`config.mk`:
```
export PLATFORM = sky130hd
export DESIGN_NAME = alarm_sequencer
export DESIGN_NICKNAME = d
export VERILOG_FILES = /design/src/rtl/alarm_sequencer.sv
export SDC_FILE = /design/constraint.sdc
export NUM_CORES = 1
export LEC_CHECK = 0
export CORE_AREA = 5 5 61 63
export CTS_BUF_LIST = sky130_fd_sc_hd__clkbuf_8 sky130_fd_sc_hd__clkbuf_16
export DETAILED_ROUTE_END_ITERATION = 12
export DIE_AREA = 0 0 66 68
export GPL_TIMING_DRIVEN = 0
export PLACE_DENSITY = 0.72
export SETUP_SLACK_MARGIN = 0.5
export SYNTH_ARGS = -nofsm -noshare
export SYNTH_HDL_FRONTEND = slang
export SYNTH_SLANG_ARGS = --single-unit
```
`constraint.sdc`:
```
create_clock -name clk -period 2.05 [get_ports clk]
set_clock_uncertainty 0.15 [all_clocks]
set_input_delay 0.41 -clock clk [delete_from_list [all_inputs] [get_ports clk]]
set_output_delay 0.41 -clock clk [all_outputs]
set_load 0.02 [all_outputs]
```
`src/rtl/alarm_sequencer.sv`:
```
// alarm_sequencer: supervisory FSM for arming, entry/exit delays, alarm and failed-code lockout.
module alarm_sequencer #(
  parameter int CNT_W          = 16,
  parameter int EXIT_CYCLES    = 1000,
  parameter int ENTRY_CYCLES   = 500,
  parameter int LOCKOUT_CYCLES = 2000,
  parameter int MAX_FAILS      = 3
) (
  input  logic       clk,
  input  logic       rst,
  input  logic       code_valid,
  input  logic       code_match,
  input  logic       is_breach,
  output logic       is_enabled,
  output logic       led_green,
  output logic       led_red,
  output logic       siren,
  output logic       alert_authorities,
  output logic       lockout,
  output logic       buf_clear,
  output logic [2:0] fail_count,
  output logic [2:0] state
);
  typedef enum logic [2:0] {
    DISARMED    = 3'd0,
    EXIT_DELAY  = 3'd1,
    ARMED       = 3'd2,
    ENTRY_DELAY = 3'd3,
    ALARM       = 3'd4,
    LOCKOUT     = 3'd5
  } state_t;
  state_t             state_q, state_d;
  logic [CNT_W-1:0]   timer_q, timer_d;
  logic [2:0]         fail_q, fail_d, fail_inc;
  logic               match, fail, thr, expired;
  logic               en_q, green_q, red_q, siren_q, alert_q, lock_q, bufclr_q;
  assign match    = code_valid & code_match;
  assign fail     = code_valid & ~code_match;
  assign fail_inc = (fail_q == 3'd7) ? 3'd7 : fail_q + 3'd1;
  assign thr      = ({1'b0, fail_q} + 4'd1) >= 4'(MAX_FAILS);
  assign expired  = timer_q == '0;
  always_comb begin
    state_d = state_q;
    fail_d  = fail_q;
    case (state_q)
      DISARMED: begin
        if (match) begin
          state_d = EXIT_DELAY;
          fail_d  = '0;
        end else if (fail) begin
          fail_d  = fail_inc;
          state_d = thr ? LOCKOUT : DISARMED;
        end
      end
      EXIT_DELAY: begin
        if (match) begin
          state_d = DISARMED;
          fail_d  = '0;
        end else begin
          fail_d  = fail ? fail_inc : fail_q;
          state_d = (fail && thr) ? ALARM : expired ? ARMED : EXIT_DELAY;
        end
      end
      ARMED: begin
        if (match) begin
          state_d = DISARMED;
          fail_d  = '0;
        end else begin
          fail_d  = fail ? fail_inc : fail_q;
          state_d = (fail && thr) ? ALARM : is_breach ? ENTRY_DELAY : ARMED;
        end
      end
      ENTRY_DELAY: begin
        if (match) begin
          state_d = DISARMED;
          fail_d  = '0;
        end else begin
          fail_d  = fail ? fail_inc : fail_q;
          state_d = ((fail && thr) || expired) ? ALARM : ENTRY_DELAY;
        end
      end
      ALARM: begin
        state_d = match ? DISARMED : ALARM;
        fail_d  = match ? 3'd0 : fail ? fail_inc : fail_q;
      end
      LOCKOUT: begin
        state_d = expired ? DISARMED : LOCKOUT;
        fail_d  = expired ? 3'd0 : fail_q;
      end
      default: state_d = DISARMED;
    endcase
    // Any state change reloads the timer; staying in a state counts it down.
    timer_d = (state_d == state_q) ? timer_q - CNT_W'(1) :
              (state_d == EXIT_DELAY)  ? CNT_W'(EXIT_CYCLES - 1) :
              (state_d == ENTRY_DELAY) ? CNT_W'(ENTRY_CYCLES - 1) :
              (state_d == LOCKOUT)     ? CNT_W'(LOCKOUT_CYCLES - 1) : '0;
  end
  always_ff @(posedge clk) begin
    if (rst) begin
      state_q  <= DISARMED;
      timer_q  <= '0;
      fail_q   <= '0;
      en_q     <= 1'b0;
      green_q  <= 1'b1;
      red_q    <= 1'b0;
      siren_q  <= 1'b0;
      alert_q  <= 1'b0;
      lock_q   <= 1'b0;
      bufclr_q <= 1'b0;
    end else begin
      state_q  <= state_d;
      timer_q  <= timer_d;
      fail_q   <= fail_d;
      en_q     <= state_d inside {EXIT_DELAY, ARMED, ENTRY_DELAY, ALARM};
      green_q  <= state_d == DISARMED;
      red_q    <= state_d != DISARMED;
      siren_q  <= state_d == ALARM;
      alert_q  <= (state_d == ALARM) && (state_q != ALARM);
      lock_q   <= state_d == LOCKOUT;
      bufclr_q <= code_valid;
    end
  end
  assign is_enabled        = en_q;
  assign led_green         = green_q;
  assign led_red           = red_q;
  assign siren             = siren_q;
  assign alert_authorities = alert_q;
  assign lockout           = lock_q;
  assign buf_clear         = bufclr_q;
  assign fail_count        = fail_q;
  assign state             = state_q;
endmodule

```
==> run summary, run 1 <==
Seq/Total Area, Yosys -> 39.7%
fin. max-slew vios -> 0
antenna-violating nets left -> 0
Syn Area/Cell -> 8.86 sq um
I/O pins -> 18
Critical Path AT -> 2060 ps
grt met2 use -> 35.2%
unrepaired setup endpoints after global routing -> yes
M1 GR Usage -> 17.3%
Syn Std Cell Area -> 1460 sq um
Tightest Pin Transition -> 504 ps
Reg-to-Reg Start -> timer_q[2]
Initial Utilization -> 46.0%
CP required -> 2040 ps
CP bufs+invs -> 2
YS warnings -> 0
Yosys top cell by area -> dfxtp_1
row count -> 21
Final min period -> 2070 ps
CP cell instances -> nor4_4 -> buf_4 -> buf_6 -> nand2_4 -> or4_4 -> xnor2_2 -> a21oi_1 -> nor2_1
Post-Syn Nets -> 173
DRT iter0 DRCs -> 53
H-tree levels -> 2
Final setup viols -> 2
Layout area overhead -> 50.6%
total grt overflow -> 0
hold_sp -> timer_q[0]
outcome -> finished with violations
VDD IR-drop max -> 0.487 mV
Design Power -> 2.11 mW
CP Max Fanout -> 3
core area -> 3180 sq um
initial antenna violation count -> 0
worst relative slew slack -> 66.2%
kind of cell adding the most delay to the critical path -> simple AND/OR/NAND/NOR gates
# DRC -> 0
hold depth -> 1
post-synth cell types -> 38
DRT Pass-1 Iters -> 4
GP Congestion -> 0.931
largest net degree at the start of global routing -> 11
register clock-pin slew on the reported worst setup and hold paths -> 60 ps
WL final -> 3790 microns
Worst Hold Class -> flop to flop
Reg2Reg Depth -> 8
cts hold-fix bufs -> 0
CTS Sinks -> 29
Power Density -> 959 nW/um^2
Final HPWL DP -> 2300 microns
FF-to-FF setup slack -> -20 ps
top cell type's share of synthesized area -> 39.7%
nature of the critical path startpoint -> flop
max-cap violation count -> 0
antenna cell count -> 0
pre-CTS setup slack -> -522 ps
FMAX -> 483 MHz
Total Routing Usage GR -> 18.2%
maximum clock insertion buffer count -> 2
clock buffer count from CTS -> 5
hold slack -> 297 ps
GR Util met3 -> 5.58%
worst skew pair latency -> 280 ps
critical path type -> flop to flop
setup_tns -> -30.7 ps
CP endpoint kind -> flop
register bit total from synthesis -> 29
commonest non-fill, non-tap cell in the layout -> buf_4
final setup margin -> -20.2 ps
Die X-Extent -> 66 microns
most frequent cells in the layout -> 25 x buf_4, 20 x nor2_1, 18 x dfxtp_1
failing checks -> negative setup slack
reg2reg end -> timer_q[9]
synth top area cells -> dfxtp_1 40%, nor2_1 6.7%, xnor2_1 5.4%
Post-Synthesis Cells -> 165
GR peak layer -> met2
port bufs -> 16
Total Nets Final -> 227
Static Leakage -> 0.929 nW
vias in the first global route -> 1,416
CTS tree -> yes
die footprint -> 4490 sq um
Hold Path Sink -> timer_q[0]
Worst path slowest cell -> or4_4
die height -> 68 microns
final hold violations -> 0
via count -> 1,369
fin crit share -> 101%
drt via density -> 5.17
CP peak stage delay -> 540 ps
wire length of the first global-routing pass -> 6200 microns
share of post-route cells with drive strength above 1 -> 43.4%
clk root buf -> clkbuf_8
post-DR wirelength/cell -> 14.3 microns
-- layer usage --
metal | part of all wire [%] | vias to the layer above
met5 | 0 | -
met4 | 2.7 | 0
met3 | 3.6 | 12
met2 | 54 | 44
met1 | 40 | 635
li1 | - | 678
-- synthesized netlist by cell type --
cell type and number:
or4_1 1, buf_2 1, nand2b_1 1, and2_0 1, nand3_1 4, nand3b_1 2, a21oi_1 10, o21ai_1 1
nor4_4 3, inv_1 4, and3_1 2, nor4_1 2, clkbuf_1 6, nand4_1 1, nor2b_1 5, mux2i_1 3
o2bb2ai_1 2, o21ai_0 11, nor4_2 2, dfxtp_1 29, nand4_4 1, a211oi_1 1, nor3b_1 2, ha_1 3
xnor2_1 9, and2_1 1, xor2_1 6, a311oi_2 1, a31oi_1 1, and4b_1 1, a21o_1 1, o31ai_4 1
o21a_1 1, nand2_1 14, nor3_1 3, nor4b_1 1, nor2b_4 1, nor2_1 26
-- stage by stage --
| step | cells | area, sq um | util (%) |
|---|---|---|---|
| 6_report | 265 | 2200 | 69.2 |
| 2_1_floorplan | 165 | 1500 | - |
| 3_5_place_dp | 227 | 1720 | 54.0 |
| 5_1_grt | 265 | 2200 | 69.2 |
| 4_1_cts | 255 | 2050 | 64.5 |
| 3_3_place_gp | 227 | 1720 | 54.0 |
-- logic make-up (layout without fill, tap and decap cells) --
family | Yosys count | in the layout | synth area share (%)
DFF | 29 | 29 | 39.7
and+or+nand+nor | 74 | 74 | 30.6
muxes | 3 | 3 | 2.05
buffers and inverters | 11 | 65 | 2.91
adders and majority gates | 3 | 3 | 2.57
AOI/OAI and AO/OA | 30 | 30 | 13.2
xor gates and xnor gates | 15 | 15 | 8.99
-- area by class of cell --
class	count	area, sq um
fillers	237	978
multi-input cells	125	1010
inverters	4	15.0
plain buffers	7	40.0
clock buffers	6	82.6
clock inverters	1	3.75
well taps	46	57.6
repair buffers	47	389
flip-flops and latches	29	602
-- report_power, final --
part	total, mW	leakage (nW)	internal (mW)	switching [mW]
clock network	0.463	0.0485	0.261	0.202
logic	0.897	0.637	0.480	0.417
registers	0.752	0.243	0.656	0.0963
-- sequential cells by signal, indices dropped and copies added (netlist names) --
signal	count
timer_q	16
fail_count	3
state	3
alert_authorities	1
buf_clear	1
is_enabled	1
led_green	1
led_red	1
lockout	1
siren	1
-- worst max path at each step --
stage / from / end / slack [ps] / cells after the start
floorplan: timer_q[9] / alert_authorities / 110 / 6
global placement: code_match / timer_q[8] / -470 / 7
detailed placement: code_match / timer_q[0] / -520 / 7
CTS: timer_q[3] / timer_q[5] / 30 / 9
global route: timer_q[0] / is_enabled / -100 / 8
finish: timer_q[2] / timer_q[9] / -20 / 8
-- timing repair --
item	in CTS	in global routing
gates cloned	1	0
endpoints found under the setup margin	41	31
pin swaps	12	25
resized for setup	60	35
setup buffers	20	10
(Power assumes the default switching activity.)
==> run 2: changes to the inputs <==
--- a/config.mk
+++ b/config.mk
@@ -5,12 +5,12 @@
 export SDC_FILE = /design/constraint.sdc
 export NUM_CORES = 1
 export LEC_CHECK = 0
-export CORE_AREA = 5 5 61 63
+export CORE_AREA = 5 5 59 61
 export CTS_BUF_LIST = sky130_fd_sc_hd__clkbuf_8 sky130_fd_sc_hd__clkbuf_16
 export DETAILED_ROUTE_END_ITERATION = 12
-export DIE_AREA = 0 0 66 68
+export DIE_AREA = 0 0 64 66
 export GPL_TIMING_DRIVEN = 0
-export PLACE_DENSITY = 0.72
+export PLACE_DENSITY = 0.74
 export SETUP_SLACK_MARGIN = 0.5
 export SYNTH_ARGS = -nofsm -noshare
 export SYNTH_HDL_FRONTEND = slang
==> constraint.sdc (replaced) <==
create_clock -name clk -period 2.1 [get_ports clk]
set_clock_uncertainty 0.15 [all_clocks]
set_input_delay 0.42 -clock clk [delete_from_list [all_inputs] [get_ports clk]]
set_output_delay 0.42 -clock clk [all_outputs]
set_load 0.02 [all_outputs]
==> run summary, run 2 (same netlist as run 1, synthesis figures left out) <==
Worst Hold Class -> input pin to flop
reg2reg end -> is_enabled
CP required -> 2100 ps
setup_tns -> 0 ps
die footprint -> 4220 sq um
clock buffer count from CTS -> 5
largest register by flop count -> timer_q
post-DR wirelength/cell -> 15.8 microns
Design Power -> 1.90 mW
Reg-to-Reg Start -> timer_q[9]
commonest non-fill, non-tap cell in the layout -> nor2_1
critical path type -> flop to flop
max reg flops -> 16
core area -> 2930 sq um
# DRC -> 0
port bufs -> 16
most frequent cells in the layout -> 22 x nor2_1, 19 x dfxtp_1, 18 x buf_4
fin. max-slew vios -> 0
Critical Path AT -> 2060 ps
Finished Layout Cells -> 241
DRT iter0 DRCs -> 62
Total Routing Usage GR -> 19.9%
Placed Cells -> 214
share of post-route cells with drive strength above 1 -> 36.1%
drt via density -> 5.59
DRT Pass-1 Iters -> 6
FF-to-FF setup slack -> 40 ps
largest net degree at the start of global routing -> 11
FMAX -> 486 MHz
pre-CTS setup slack -> -528 ps
hold depth -> 2
Final setup viols -> 0
CTS Sinks -> 29
VDD IR-drop max -> 0.565 mV
final setup margin -> 42.1 ps
total grt overflow -> 0
GP Congestion -> 0.921
wire length of the first global-routing pass -> 6570 microns
via count -> 1,348
Hold Path Sink -> buf_clear
Total Nets Final -> 215
fin crit share -> 98.0%
Power Density -> 936 nW/um^2
WL final -> 3800 microns
worst relative slew slack -> 66.5%
hold_sp -> rst
outcome -> completed
Static Leakage -> 0.850 nW
Final HPWL DP -> 2310 microns
final hold violations -> 0
clk root buf -> clkbuf_8
CP Max Fanout -> 6
register clock-pin slew on the reported worst setup and hold paths -> 60 ps
antenna-violating nets left -> 0
I/O pins -> 18
Initial Utilization -> 49.9%
vias in the first global route -> 1,415
Reg2Reg Depth -> 7
row count -> 20
Multi-input gate area -> 975 sq um
Die X-Extent -> 64 microns
die height -> 66 microns
worst skew pair latency -> 280 ps
max-cap violation count -> 0
CP endpoint kind -> flop
nature of the critical path startpoint -> flop
Sequential Area -> 593 sq um
Final min period -> 2060 ps
maximum clock insertion buffer count -> 2
initial antenna violation count -> 0
cts hold-fix bufs -> 0
unrepaired setup endpoints after global routing -> yes
antenna cell count -> 0
H-tree levels -> 2
Filler cells -> 240
Tightest Pin Transition -> 501 ps
Layout area overhead -> 39.0%
CTS tree -> yes
[run 2: cell type report]
| class | count | share of cell area, % |
|---|---|---|
| clock inverters | 3 | 0.555 |
| well taps | 33 | 2.03 |
| clock buffers | 5 | 3.39 |
| flip-flops and latches | 29 | 29.2 |
| multi-input cells | 125 | 48.0 |
| repair buffers | 35 | 14.1 |
| inverters | 4 | 0.739 |
| plain buffers | 7 | 1.97 |
[run 2: routing by layer]
| metal | wire [microns] | vias up | global-route usage [%] |
|---|---|---|---|
| li1 | - | 655 | - |
| met1 | 1440 | 641 | 21.3 |
| met2 | 2140 | 43 | 36.9 |
| met3 | 168 | 9 | 5.10 |
| met4 | 45 | 0 | 7.79 |
| met5 | 0 | - | 0 |
[run 2: metrics by stage]
stage / hold WS [ps] / cell area (sq um) / utilization [%]
2_1_floorplan: 317 / 1500 / -
4_1_cts: 379 / 2000 / 68.2
3_5_place_dp: 365 / 1700 / 58.1
3_3_place_gp: 334 / 1700 / 58.1
6_report: 380 / 2030 / 69.4
5_1_grt: 414 / 2030 / 69.4
[run 2: what timing repair did]
item                                   4_1_cts  5_1_grt
pin swaps                                   18        7
endpoints found under the hold margin        0        0
setup endpoints to repair                   41       31
setup buffers                               16        2
cloned                                       1        0
gates resized for setup                     60       12
[run 2: power breakdown]
| part | switching, mW | internal (mW) | leakage [nW] | total (mW) |
|---|---|---|---|---|
| clock network | 0.204 | 0.220 | 0.0519 | 0.424 |
| logic | 0.368 | 0.373 | 0.557 | 0.741 |
| registers | 0.0977 | 0.637 | 0.241 | 0.735 |
| total | 0.670 | 1.23 | 0.850 | 1.90 |
[run 2: worst max-delay path by stage]
stage	from	to	slack, ps	depth (start not counted)
floorplan	timer_q[9]	alert_authorities	160	6
global placement	code_match	timer_q[8]	-440	7
detailed placement	code_match	timer_q[8]	-530	7
CTS	timer_q[0]	is_enabled	70	9
global route	timer_q[9]	is_enabled	-20	7
finish	timer_q[9]	is_enabled	40	7
[run 2: worst max-delay path, stage by stage (launching register included)]
cell and delay (ps):
dfxtp_2 340, nor4_4 390, nand4_4 200, mux2i_1 180, a311oi_2 270, buf_4 200
xnor2_1 110, a21oi_1 80
==> run 3: changes to the inputs <==
--- a/config.mk
+++ b/config.mk
@@ -7,6 +7,7 @@
 export LEC_CHECK = 0
 export CORE_AREA = 5 5 59 61
 export CTS_BUF_LIST = sky130_fd_sc_hd__clkbuf_8 sky130_fd_sc_hd__clkbuf_16
+export CTS_CLUSTER_DIAMETER = 50
 export DETAILED_ROUTE_END_ITERATION = 12
 export DIE_AREA = 0 0 64 66
 export GPL_TIMING_DRIVEN = 0
==> results of run 3 <==
No change in the layout: final DEF, timing and power equal those of run 2.
